<file path="config.mk">
export PLATFORM = sky130hd
export DESIGN_NAME = serial_adder
export DESIGN_NICKNAME = d
export VERILOG_FILES = /design/src/rtl/serial_adder_pkg.sv /design/src/rtl/serial_fa_bit.sv /design/src/rtl/serial_adder.sv
export SDC_FILE = /design/constraint.sdc
export NUM_CORES = 1
export LEC_CHECK = 0
export CORE_UTILIZATION = 40
export DETAILED_ROUTE_END_ITERATION = 10
export RECOVER_POWER = 25
export REMOVE_ABC_BUFFERS = 1
export SLEW_MARGIN = 40
export SYNTH_ARGS = -nofsm -noshare
export SYNTH_HDL_FRONTEND = slang
export SYNTH_SLANG_ARGS = --single-unit
</file>
<file path="constraint.sdc">
create_clock -name clk -period 1.6 [get_ports clk]
set_input_delay 0.4 -clock clk [delete_from_list [all_inputs] [get_ports clk]]
set_output_delay 0.4 -clock clk [all_outputs]
set_load 0.01 [all_outputs]
</file>
<file path="src/rtl/serial_adder_pkg.sv">
// Shared definitions for the bit-serial add/subtract unit: FSM encoding and
// the supported operand width range.
package serial_adder_pkg;

  typedef enum logic [1:0] {
    S_IDLE = 2'd0,
    S_RUN  = 2'd1,
    S_DONE = 2'd2
  } state_t;

  localparam int WIDTH_MIN = 2;
  localparam int WIDTH_MAX = 32;

endpackage

</file>
<file path="src/rtl/serial_fa_bit.sv">
// Combinational full-adder bit: two cascaded half-adder stages, with the
// two stage carries merged by an OR.
module serial_fa_bit (
  input  logic a,
  input  logic b,
  input  logic ci,
  output logic s,
  output logic co
);

  logic p, g0, g1;

  assign p  = a ^ b;
  assign g0 = a & b;
  assign s  = p ^ ci;
  assign g1 = p & ci;
  assign co = g0 | g1;

endmodule

</file>
<file path="src/rtl/serial_adder.sv">
// Bit-serial WIDTH-bit add/subtract: one operand bit per clock through a
// registered carry, with a start/busy/done handshake.
module serial_adder
  import serial_adder_pkg::*;
#(
  parameter int WIDTH = 8
) (
  input  logic             clk,
  input  logic             rst,
  input  logic             start,
  input  logic             sub,
  input  logic             cin,
  input  logic [WIDTH-1:0] a,
  input  logic [WIDTH-1:0] b,
  output logic             busy,
  output logic             done,
  output logic [WIDTH-1:0] sum,
  output logic             cout,
  output logic             ovf
);

  localparam int             CW       = (WIDTH > 1) ? $clog2(WIDTH) : 1;
  localparam logic [CW-1:0]  CNT_LAST = CW'(WIDTH - 1);

  state_t           state, state_nxt;
  logic [WIDTH-1:0] a_sr, b_sr, res_sr;
  logic [CW-1:0]    cnt;
  logic             carry;
  logic             s_bit, c_bit;
  logic             accept, last;

  serial_fa_bit u_fa (
    .a  (a_sr[0]),
    .b  (b_sr[0]),
    .ci (carry),
    .s  (s_bit),
    .co (c_bit)
  );

  assign accept = start && (state != S_RUN);
  assign last   = (cnt == CNT_LAST);
  assign busy   = (state == S_RUN);
  assign done   = (state == S_DONE);

  always_ff @(posedge clk or posedge rst) begin
    if (rst) state <= S_IDLE;
    else     state <= state_nxt;
  end

  always_comb begin
    state_nxt = state;
    case (state)
      S_IDLE:  if (start) state_nxt = S_RUN;
      S_RUN:   if (last)  state_nxt = S_DONE;
      S_DONE:  state_nxt = start ? S_RUN : S_IDLE;
      default: state_nxt = S_IDLE;
    endcase
  end

  // Subtract is a + ~b + 1; start is ignored while RUN, so accept never
  // collides with a shift step.
  always_ff @(posedge clk or posedge rst) begin
    if (rst) begin
      a_sr   <= '0;
      b_sr   <= '0;
      res_sr <= '0;
      carry  <= 1'b0;
      cnt    <= '0;
      sum    <= '0;
      cout   <= 1'b0;
      ovf    <= 1'b0;
    end else if (accept) begin
      a_sr  <= a;
      b_sr  <= sub ? ~b : b;
      carry <= sub ? 1'b1 : cin;
      cnt   <= '0;
    end else if (busy) begin
      a_sr   <= a_sr >> 1;
      b_sr   <= b_sr >> 1;
      res_sr <= {s_bit, res_sr[WIDTH-1:1]};
      carry  <= c_bit;
      cnt    <= cnt + 1'b1;
      // On the MSB step, carry still holds the carry into the MSB.
      if (last) begin
        sum  <= {s_bit, res_sr[WIDTH-1:1]};
        cout <= c_bit;
        ovf  <= carry ^ c_bit;
      end
    end
  end

endmodule

</file>
==> flow_summary.json <==
{
  "slew_headroom_pct": 35.5,
  "first_global_vias": 1210,
  "grt_max_degree": 42,
  "fin_ws_ns": 0.0778,
  "ioPinCount": 33,
  "cp-start-kind": "flip-flop",
  "htreeDepth": 2,
  "die_height_um": 68.2,
  "clock_skew_ns": 0.00839,
  "hpwl_um": 2400,
  "ys_warn_count": 0,
  "hold_viol": 0,
  "clkTransAtPathRegs_ns": 0.07,
  "cts-buffers-inserted": 5,
  "wl_per_cell_um": 13.4,
  "async_flop_share_pct": 100,
  "synth_common_cells": "nand2_1, dfrtp_1, o21ai_0",
  "grt_pass1_wl_um": 5530,
  "setup_tns_ns": 0,
  "crit_start": "cnt[0]",
  "io_buffers": 32,
  "post_cts_buffers": 0,
  "end_kind": "flip-flop",
  "fmax_mhz": 657,
  "synth_area_per_cell_um2": 11.1,
  "drive_gt1_share_pct": 14.4,
  "worstReg2RegEnd": "sum[6]",
  "max-clock-path-buffers": 2,
  "synth_edf_count": 0,
  "ys_types": 22,
  "placed_area_um2": 2190,
  "fin_crit_sh_pct": 95.1,
  "insertion_delay_ns": 0.29,
  "fin_nets": 224,
  "drc": 0,
  "dieArea_um2": 4660,
  "rsz0062_at_grt": "yes",
  "rr_worst_depth": 5,
  "yosysTopAreaCellShare_pct": 55.6,
  "p_leak_nw": 1.20,
  "drtPass1Iterations": 4,
  "setup_viol": 0,
  "irDropWorstVdd_mv": 1.22,
  "antenna_found_initial": 0,
  "cp.required_ns": 1.78,
  "synth_cells": 158,
  "cts_tree": "yes",
  "synth_top_area_cell": "dfrtp_1",
  "ys_ff_latch": 39,
  "overflow": 0,
  "ys.flop_type": "dfrtp_1",
  "core_area_um2": 4120,
  "synth_seq_area_share_pct": 55.6,
  "ant_nets": 0,
  "cap_violations": 0,
  "ys_top_cells_by_area": "dfrtp_1, mux2i_1, nand2_1",
  "hold_depth": 1,
  "gp_congestion": 0.769,
  "worstPathMaxFanout": 5,
  "period_minus_slack_ns": 1.52,
  "critPathKind": "flip-flop to flip-flop",
  "status": "completed",
  "post-synth-top-count-cell": "nand2_1",
  "cts_root_buf": "clkbuf_8",
  "die_w_um": 68.2,
  "final-max-slew-violation-count": 0,
  "rrSetupSlack_ns": 0.08,
  "dp_slack_ns": -0.0247,
  "reg2reg_from": "cnt[0]",
  "placementRows": 23,
  "arrival_ns": 1.70,
  "syn_area_um2": 1760,
  "hold_class": "flip-flop to flip-flop",
  "initial_core_util_pct": 42.7,
  "vias_per_cell": 4.92,
  "holdWs_ns": 0.487,
  "hold_start": "cnt[0]",
  "vias": 1236,
  "grtUsageTotal_pct": 16.8,
  "power_density_nw_per_um2": 1620,
  "drt_iter0_markers": 97,
  "n_antenna_cell": 0,
  "routed_wl_um": 3360,
  "area_growth_pct": 28.5,
  "worst_pin_slew_ns": 0.968,
  "cts.sinks": 39,
  "crit_end": "sum[6]",
  "final_area_um2": 2260
}
## how the worst min path moves through the flow
stage,to
3_3_place_gp,a_sr[6]
4_1_cts,res_sr[1]
5_1_grt,a_sr[6]
6_report,cnt[0]
2_1_floorplan,b_sr[6]
3_5_place_dp,a_sr[2]
## per-stage QoR
stage	utilization, %	power, mW	std cells
floorplan	-	2.47	149
global placement	53.1	3.04	243
detailed placement	53.1	3.12	243
CTS	55.0	3.74	251
global route	54.8	3.97	251
finish	54.8	3.65	251
## final cells by class
class                   count  area, um2
clock buffers               7       76.3
clock inverters             1       5.00
fillers                   365       1860
inverters                   4       15.0
multi-input cells         106        709
flip-flops and latches     39        976
well taps                  50       62.6
repair buffers             44        412
## state kept, by name (all words and copies together) (netlist names)
signal / count
a_sr: 8
b_sr: 8
sum: 8
res_sr: 7
cnt: 3
state: 2
carry: 1
cout: 1
ovf: 1
## logic make-up after synthesis
family,Yosys count,synth area share [%]
buffers and inverters,13,3.99
DFF,39,55.6
AOI/OAI and AO/OA,22,6.34
adders and majority gates,3,2.57
and+or+nand+nor,47,10.6
muxes,25,16.4
xor gates and xnor gates,9,4.49
## power breakdown
| part | switching (mW) | internal, mW | leakage, nW |
|---|---|---|---|
| combinational | 0.669 | 0.671 | 0.667 |
| clock | 0.340 | 0.306 | 0.0422 |
| sequential | 0.257 | 1.41 | 0.495 |
| total | 1.27 | 2.38 | 1.20 |
## layer usage
layer | share of wire, % | track usage (%) | vias to the layer above
li1 | - | - | 600
met1 | 47 | 21.7 | 596
met2 | 46 | 26.3 | 35
met3 | 5.5 | 5.50 | 5
met4 | 1.6 | 5.47 | 0
met5 | 0 | 0 | -
## layout by cell type (no fill, tap or decap), drive strengths merged, types with 2 or more instances in the layout
cell type,n
buf,11
clkbuf,10
clkdlybuf4s50,20
dfrtp,39
dlygate4sd2,3
dlymetal6s2s,7
ha,2
inv,4
mux2,9
mux2i,16
nand2,42
o21ai,20
xnor2,2
xor2,7
## critical path, cell delays in order (launching register included)
cell      delay [ns]
dfrtp_1         0.40
ha_1            0.21
ha_1            0.20
nand3b_1        0.11
buf_4           0.16
mux2_2          0.34
## repair_timing
item / 4_1_cts / 5_1_grt
setup endpoints to repair: 5 / 12
endpoints found under the hold margin: 0 / 0
gates resized for setup: 6 / 10
hold buffers: 0 / 0
No activity file was read; power rests on OpenSTA's default activity.
